[src/rtl/tdm_demux_pkg.sv]
// Shared definitions for the TDM receive demultiplexer: FSM encoding and
// a counter-width helper.
package tdm_demux_pkg;

  typedef enum logic {
    HUNT = 1'b0,
    RECV = 1'b1
  } state_e;

  // Bits needed to count 0..v-1, never less than one so counters stay legal.
  function automatic int clog2_min1(input int v);
    int r;
    r = 0;
    while ((1 << r) < v) begin
      r = r + 1;
    end
    return (r < 1) ? 1 : r;
  endfunction

endpackage

[src/rtl/tdm_demux_sipo_shift.sv]
// W-bit serial-in/parallel-out shift register; new bits enter at the LSB so
// the first bit received ends up as the MSB of a full word.
module sipo_shift #(
  parameter int W = 8
) (
  input  logic         clk_i,
  input  logic         clr_i,
  input  logic         en_i,
  input  logic         sin_i,
  output logic [W-1:0] par_o
);

  logic [W-1:0] shift_q;

  always_ff @(posedge clk_i) begin
    if (clr_i) begin
      shift_q <= '0;
    end else if (en_i) begin
      shift_q <= {shift_q[W-2:0], sin_i};
    end
  end

  assign par_o = shift_q;

endmodule

[src/rtl/tdm_demux.sv]
// Receive side of the TDM serial link: locks to the frame marker, deserializes
// W-bit words and steers them to N channels, plus an atomic whole-frame update.
module tdm_demux
  import tdm_demux_pkg::*;
#(
  parameter int N = 4,
  parameter int W = 8
) (
  input  logic           clk,
  input  logic           rst,
  input  logic           sin,
  input  logic           sin_en,
  input  logic           sync,
  output logic [W-1:0]   ch_data,
  output logic [N-1:0]   ch_valid,
  output logic [N*W-1:0] frame_data,
  output logic           frame_valid,
  output logic           locked,
  output logic           sync_err
);

  localparam int BW = clog2_min1(W);
  localparam int CW = clog2_min1(N);
  localparam logic [BW-1:0] BIT_LAST = BW'(W - 1);
  localparam logic [CW-1:0] CH_LAST  = CW'(N - 1);
  localparam logic [BW-1:0] BIT_ONE  = BW'(1);
  localparam logic [N-1:0]  ONEHOT0  = N'(1);

  // Handshake: sin/sync are consumed only on cycles with sin_en high; every
  // *_valid / sync_err output is a single-cycle pulse with no back-pressure.

  state_e         state_q;
  logic [BW-1:0]  bit_cnt_q;
  logic [CW-1:0]  ch_cnt_q;
  logic [W-1:0]   stage_q [N];
  logic [W-1:0]   ch_data_q;
  logic [N-1:0]   ch_valid_q;
  logic [N*W-1:0] frame_data_q;
  logic           frame_valid_q;
  logic           locked_q;
  logic           sync_err_q;

  logic [W-1:0]   shift_q;
  logic [W-1:0]   word_d;
  logic [N*W-1:0] frame_d;
  logic [N-1:0]   ch_onehot_d;
  logic           frame_pos0;
  logic           unused_oldest_bit;

  sipo_shift #(.W(W)) u_sipo (
    .clk_i (clk),
    .clr_i (rst),
    .en_i  (sin_en),
    .sin_i (sin),
    .par_o (shift_q)
  );

  // The completing word includes the bit being sampled this cycle; the oldest
  // register bit drops out as that bit arrives.
  assign word_d            = {shift_q[W-2:0], sin};
  assign unused_oldest_bit = shift_q[W-1];
  assign frame_pos0        = (bit_cnt_q == '0) && (ch_cnt_q == '0);
  assign ch_onehot_d       = ONEHOT0 << ch_cnt_q;

  always_comb begin
    frame_d = '0;
    for (int k = 0; k < N; k++) begin
      frame_d[k*W +: W] = (k == N - 1) ? word_d : stage_q[k];
    end
  end

  always_ff @(posedge clk) begin
    if (rst) begin
      state_q       <= HUNT;
      bit_cnt_q     <= '0;
      ch_cnt_q      <= '0;
      for (int k = 0; k < N; k++) begin
        stage_q[k] <= '0;
      end
      ch_data_q     <= '0;
      ch_valid_q    <= '0;
      frame_data_q  <= '0;
      frame_valid_q <= 1'b0;
      locked_q      <= 1'b0;
      sync_err_q    <= 1'b0;
    end else begin
      ch_valid_q    <= '0;
      frame_valid_q <= 1'b0;
      sync_err_q    <= 1'b0;
      if (sin_en) begin
        case (state_q)
          HUNT: begin
            if (sync) begin
              state_q   <= RECV;
              locked_q  <= 1'b1;
              bit_cnt_q <= BIT_ONE;
              ch_cnt_q  <= '0;
            end
          end
          RECV: begin
            if (frame_pos0 && !sync) begin
              // Lost frame alignment: drop the bit and hunt for the marker.
              sync_err_q <= 1'b1;
              state_q    <= HUNT;
              locked_q   <= 1'b0;
              bit_cnt_q  <= '0;
              ch_cnt_q   <= '0;
            end else if (!frame_pos0 && sync) begin
              // Marker arrived early: abandon the partial frame and restart on it.
              sync_err_q <= 1'b1;
              bit_cnt_q  <= BIT_ONE;
              ch_cnt_q   <= '0;
            end else if (bit_cnt_q == BIT_LAST) begin
              ch_data_q         <= word_d;
              ch_valid_q        <= ch_onehot_d;
              stage_q[ch_cnt_q] <= word_d;
              bit_cnt_q         <= '0;
              if (ch_cnt_q == CH_LAST) begin
                frame_data_q  <= frame_d;
                frame_valid_q <= 1'b1;
                ch_cnt_q      <= '0;
              end else begin
                ch_cnt_q <= ch_cnt_q + CW'(1);
              end
            end else begin
              bit_cnt_q <= bit_cnt_q + BIT_ONE;
            end
          end
          default: begin
            state_q  <= HUNT;
            locked_q <= 1'b0;
          end
        endcase
      end
    end
  end

  assign ch_data     = ch_data_q;
  assign ch_valid    = ch_valid_q;
  assign frame_data  = frame_data_q;
  assign frame_valid = frame_valid_q;
  assign locked      = locked_q;
  assign sync_err    = sync_err_q;

endmodule

[config.mk]
export PLATFORM = sky130hd
export DESIGN_NAME = tdm_demux
export DESIGN_NICKNAME = d
export VERILOG_FILES = /design/src/rtl/tdm_demux_pkg.sv /design/src/rtl/tdm_demux_sipo_shift.sv /design/src/rtl/tdm_demux.sv
export SDC_FILE = /design/constraint.sdc
export NUM_CORES = 1
export LEC_CHECK = 0
export CELL_PAD_IN_SITES_DETAIL_PLACEMENT = 1
export CELL_PAD_IN_SITES_GLOBAL_PLACEMENT = 1
export CORE_MARGIN = 2
export CORE_UTILIZATION = 43
export CTS_CLUSTER_DIAMETER = 150
export CTS_CLUSTER_SIZE = 14
export DETAILED_ROUTE_END_ITERATION = 10
export DONT_BUFFER_PORTS = 1
export PLACE_DENSITY = 0.81
export SYNTH_ARGS = -nofsm -noshare
export SYNTH_HDL_FRONTEND = slang
export SYNTH_SLANG_ARGS = --single-unit
export TNS_END_PERCENT = 100
[constraint.sdc]
create_clock -name clk -period 2.4 [get_ports clk]
set_input_delay 0.36 -clock clk [delete_from_list [all_inputs] [get_ports clk]]
set_output_delay 0.36 -clock clk [all_outputs]
set_load 0.02 [all_outputs]
; Yosys cells after proc, flatten, opt, wreduce, memory -nomap -nowiden
; Memory sizes are Yosys's and may differ from the RTL's. A register that Yosys moved wholly into a read port is not among the register bits.
; Index checks and enable logic that the tools add are counted.
; W data, S select, Z words.
[totals]
register_bits = 60
memories = 1
mem_bits_rw = 32
elab_cells = 71
[memory_table]
columns = memory, depth, word_bits, read_ports, rd_ports_with_merged_regs, write_ports, line_no
row1 = stage_q, 4, 8, 3, 3, 4, tdm_demux.sv:35  ; logic [W-1:0] stage_q [N];
[op_classes]
n_eq_ne = 5
n_addsub = 2
n_mux = 32
shift = 1
n_reduce_logical = 15
n_bitwise = 5
[ops]
columns = op, n
row1 = $mux W1, 17
row2 = $mux W2, 6
row3 = $mux W3, 4
row4 = $mux W8, 1
row5 = $reduce_or A8 Y1, 1
row6 = $pmux W3 S2, 1
row7 = $reduce_and A3 Y1, 2
row8 = $reduce_and A6 Y1, 1
row9 = $reduce_or A6 Y1, 1
row10 = $not A1 Y1, 5
row11 = $reduce_and A5 Y1, 1
row12 = $ne A4 B1 Y1 const B, 1
row13 = $pmux W1 S2, 2
row14 = $pmux W2 S2, 1
row15 = $shl A1 B2 Y4 const A, 1
row16 = $add A3 B1 Y3 const B, 1
row17 = $eq A3 B3 Y1 const B, 1
row18 = $logic_and A1 B1 Y1, 3
row19 = $logic_not A3 Y1, 1
row20 = $reduce_or A3 Y1, 1
row21 = $add A2 B1 Y2 const B, 1
row22 = $eq A2 B2 Y1 const B, 1
row23 = $logic_not A1 Y1, 2
row24 = $logic_not A2 Y1, 1
row25 = 3 further kinds, 3

; Depth between registers and ports, before layout
[depth]
ltp_word = 12
ltp_mapped = 11

; By module
; From an unflattened synthesis, not the netlist that was laid out.
[hier_totals]
hier_cells = 331
area_unflattened_um2 = 3344.5
[modules_own_cells]
columns = module, instances, area_each_um2, cells_per_inst
row1 = tdm_demux, 1, 3059.2, 305
row2 = sipo_shift, 1, 285.3, 26

; Worst setup path before layout
; No wires, ideal clock.
[synth_path]
kind = flip-flop to flip-flop
startpoint = register ch_cnt_q[0]
endpoint = memory stage_q[0][0], enable pin
path_slack_ps = -21
arrival_time_ps = 2112
period_less_slack_ps = 2421
setup_time_ps = 309
stages_incl_launch_ff = 9
cell_sequence = dfxtp_1 -> inv_1 -> ha_1 -> nand2_1 -> or2_2 -> ha_1 -> or2_2 -> nor4_4 -> or2_2
[synth_rtl]
columns = element, line_no
row1 = "start, declared", tdm_demux.sv:34  ; logic [CW-1:0] ch_cnt_q;
row2 = "start signal, assigned", tdm_demux.sv:123  ; ch_cnt_q <= ch_cnt_q + CW'(1);
row3 = "end, declared", tdm_demux.sv:35

==> impl_metrics.env <==
export IMPL_yosys_area_top_type="dfxtp_1"
export IMPL_timing_fmax_ghz=0.455
export IMPL_slowest_stage="dfxtp_1"
export IMPL_grt_pass1_vias=2503
export IMPL_required_ns=2.46
export IMPL_pin_count=52
export IMPL_wire_per_inst_um=17.6
export IMPL_setup_viol=0
export IMPL_cap_violations=0
export IMPL_drt_antenna_violating_nets=0
export IMPL_die_area_sq_mm=0.00833
export IMPL_worstPathCellList="inv_1 -> ha_1 -> nand2_1 -> or2_2 -> ha_1 -> or2_4 -> nor4_4 -> or2_4"
export IMPL_clk_pin_slew_ns=0.09
export IMPL_clk_latency_ns=0.35
export IMPL_hold_class="in -> reg"
export IMPL_status="finished clean"
export IMPL_synth_compound_area_share_pct=13.6
export IMPL_ir_drop_v=0.000287
export IMPL_synth_top_area_share_pct=36.7
export IMPL_final_core_util_pct=49.3
export IMPL_worst_pin_slew_ns=0.389
export IMPL_critPathTopFamily="simple AND/OR/NAND/NOR gates"
export IMPL_fin_crit_ns=2.20
export IMPL_fin_nets=335
export IMPL_seq_area_frac_synth_pct=58.7
export IMPL_core_area_sq_mm=0.00733
export IMPL_critPathCaptureType="flop"
export IMPL_cp_arrival_ns=2.26
export IMPL_port_buffer_count=0
export IMPL_ys_seq_elements=84
export IMPL_startpoint_type="flop"
export IMPL_synth_xor_area_share_pct=0
export IMPL_die_height_um=91.2
export IMPL_yosys_warnings=0
export IMPL_synth_edf_count=24
export IMPL_n_antenna_cell=0
export IMPL_muxShareOfSynthArea_pct=2.14
export IMPL_drive_gt1_share_pct=11.3
export IMPL_multi_input_area_sq_mm=0.00123
export IMPL_syn_mean_instance_area_sq_um=10.0
export IMPL_fillers=797
export IMPL_routed_via_count=2336
export IMPL_start_util_pct=44.6
export IMPL_grt_pass1_wl_um=12800
export IMPL_syn_nets=338
export IMPL_synth_distinct_cells=31
export IMPL_final_max_slew_viol_count=0
export IMPL_power_density_mw_per_mm2=714
export IMPL_antenna_found_initial=0
export IMPL_synth_fa_ha_area_share_pct=2.68
export IMPL_path_buf_inv=1
export IMPL_synthTopCellsByArea="dfxtp_1 (37%), edfxtp_1 (22%), a21oi_1 (6.7%)"
export IMPL_hpwl_um=5080
export IMPL_p_leak_nw=1.26
export IMPL_grt_max_degree=65
export IMPL_drt_pass1_iterations=4
export IMPL_synth_top_family_by_area="simple AND/OR/NAND/NOR gates"
export IMPL_die_width_um=91.2
export IMPL_area_growth_pct=10.5
export IMPL_hold_violations=0
export IMPL_hold_buffers=0
export IMPL_h_tree_depth=3
export IMPL_clockBufferDepth=2
export IMPL_rsz0062_at_grt="false"
export IMPL_cts_made_buffers=9
export IMPL_cts_sinks=84
export IMPL_yosys_area_share_simple_pct=18.8
export IMPL_cp_max_fo=8
export IMPL_synth_flop_cell="dfxtp_1"
export IMPL_cts_root_buffer="clkbuf_8"
export IMPL_max_stage_delay_ns=0.34
export IMPL_rows=31
export IMPL_critPathKind="reg -> reg"
export IMPL_tritoncts="done"
export IMPL_regArea_sq_mm=0.00192
export IMPL_grt_usage_pct=19.6
export IMPL_fin_skew_ns=0.0112
export IMPL_synth_most_common_cell="dfxtp_1"
export IMPL_async_flop_share_pct=0
export IMPL_initialDrtViolationCount=169
export IMPL_post_route_period_util_pct=91.5
export IMPL_total_power_mw=2.58
export IMPL_postRouteWirelength_um=7530
export IMPL_viasPerCell=5.47
export IMPL_synth_cells=326
export IMPL_slew_headroom_pct=73.7
export IMPL_synthTopCellsByCount="dfxtp_1 (60), a21oi_1 (44), nand3_1 (32), o21ai_0 (32)"
export IMPL_gp_congestion=0.762
export IMPL_overflow=0
export IMPL_drc_errors=0
export IMPL_netlist_area_sq_mm=0.00327
-- cell usage in the layout (no fill, tap or decap), types with 2 or more instances in the layout --
cell       count
a22o_1         2
nand4_1        2
nor2_1        13
clkbuf_16      2
dfxtp_1       60
nand3_1       32
nor4_1         3
nor3_1         3
a21oi_1       44
and2_1        24
clkbuf_8      10
nor4_4         2
inv_1          8
o21ai_0       32
or2_2          2
ha_1           7
clkinv_2       2
or2_4          3
edfxtp_1      24
mux2i_1        7
buf_4         10
nand2_1       21
-- path summary, 6_finish.rpt --
kind / start / endpoint / slack (ns) / cells past startpoint
max reg2reg: bit_cnt_q[0]$_SDFFE_PP0P_ / stage_q[1][2]$_SDFFCE_PN0P_ / 0.20 / 8
max: bit_cnt_q[0]$_SDFFE_PP0P_ / stage_q[1][2]$_SDFFCE_PN0P_ / 0.20 / 8
min reg2reg: bit_cnt_q[2]$_SDFFE_PP0P_ / bit_cnt_q[2]$_SDFFE_PP0P_ / 0.48 / 2
min: rst / ch_data[3]$_SDFFE_PP0P_ / 0.06 / 1
-- flip-flops by register name, summed over array words and instances, names as in the netlist --
name / cells
ch_valid: 4
frame_data: 32
locked: 1
sync_err: 1
stage_q: 24
frame_valid: 1
ch_data: 8
bit_cnt_q: 3
ch_cnt_q: 2
state_q: 1
u_sipo.par_o: 7
-- power breakdown --
| group | total, mW | internal (mW) | switching, mW | leakage [nW] |
|---|---|---|---|---|
| combinational | 0.0575 | 0.0254 | 0.0321 | 0.428 |
| sequential | 1.50 | 1.48 | 0.0192 | 0.726 |
| clock | 1.03 | 0.530 | 0.498 | 0.109 |
| total | 2.58 | 2.03 | 0.549 | 1.26 |
-- metal layers --
| layer | GRT usage (%) | wire [um] | up-vias | part of all wire, % |
|---|---|---|---|---|
| met5 | 0 | 0 | - | 0 |
| li1 | - | - | 1128 | - |
| met3 | 3.90 | 332 | 7 | 4.4 |
| met1 | 24.2 | 3190 | 1146 | 42 |
| met2 | 33.2 | 3910 | 55 | 52 |
| met4 | 8.46 | 102 | 0 | 1.4 |
-- final cells by class --
class	instances	area share (%)
clock buffer	12	5.19
clock inverter	4	0.726
inverter	8	0.830
multi-input combinational	209	34.1
sequential	84	53.1
tap	99	3.42
timing repair buffer	11	2.63
-- stage by stage --
step / cells / area (sq um) / hold WS, ns / TNS (ns) / setup WS, ns
2_1_floorplan: 326 / 3280 / 0.445 / -0.144 / -0.00901
3_3_place_gp: 411 / 3400 / 0.434 / 0 / 0.212
3_5_place_dp: 411 / 3400 / 0.439 / 0 / 0.119
4_1_cts: 427 / 3610 / 0.0485 / 0 / 0.0800
5_1_grt: 427 / 3620 / 0.0537 / 0 / 0.0476
6_report: 427 / 3620 / 0.0587 / 0 / 0.204
-- kinds of logic (layout without fill, tap and decap cells) --
kind of cell	Yosys count	count (layout)
AOI/OAI and AO/OA	84	84
muxes	7	7
DFF	84	84
buffers and inverters	33	35
adders and majority gates	7	7
and+or+nand+nor	111	111
-- timing repair --
action                                 CTS  global route
buffers inserted                         0             0
gates resized for setup                  0             1
endpoints found under the hold margin    0             0
setup endpoints to repair                0            25
Note: power is estimated with default switching activity, not from simulation.
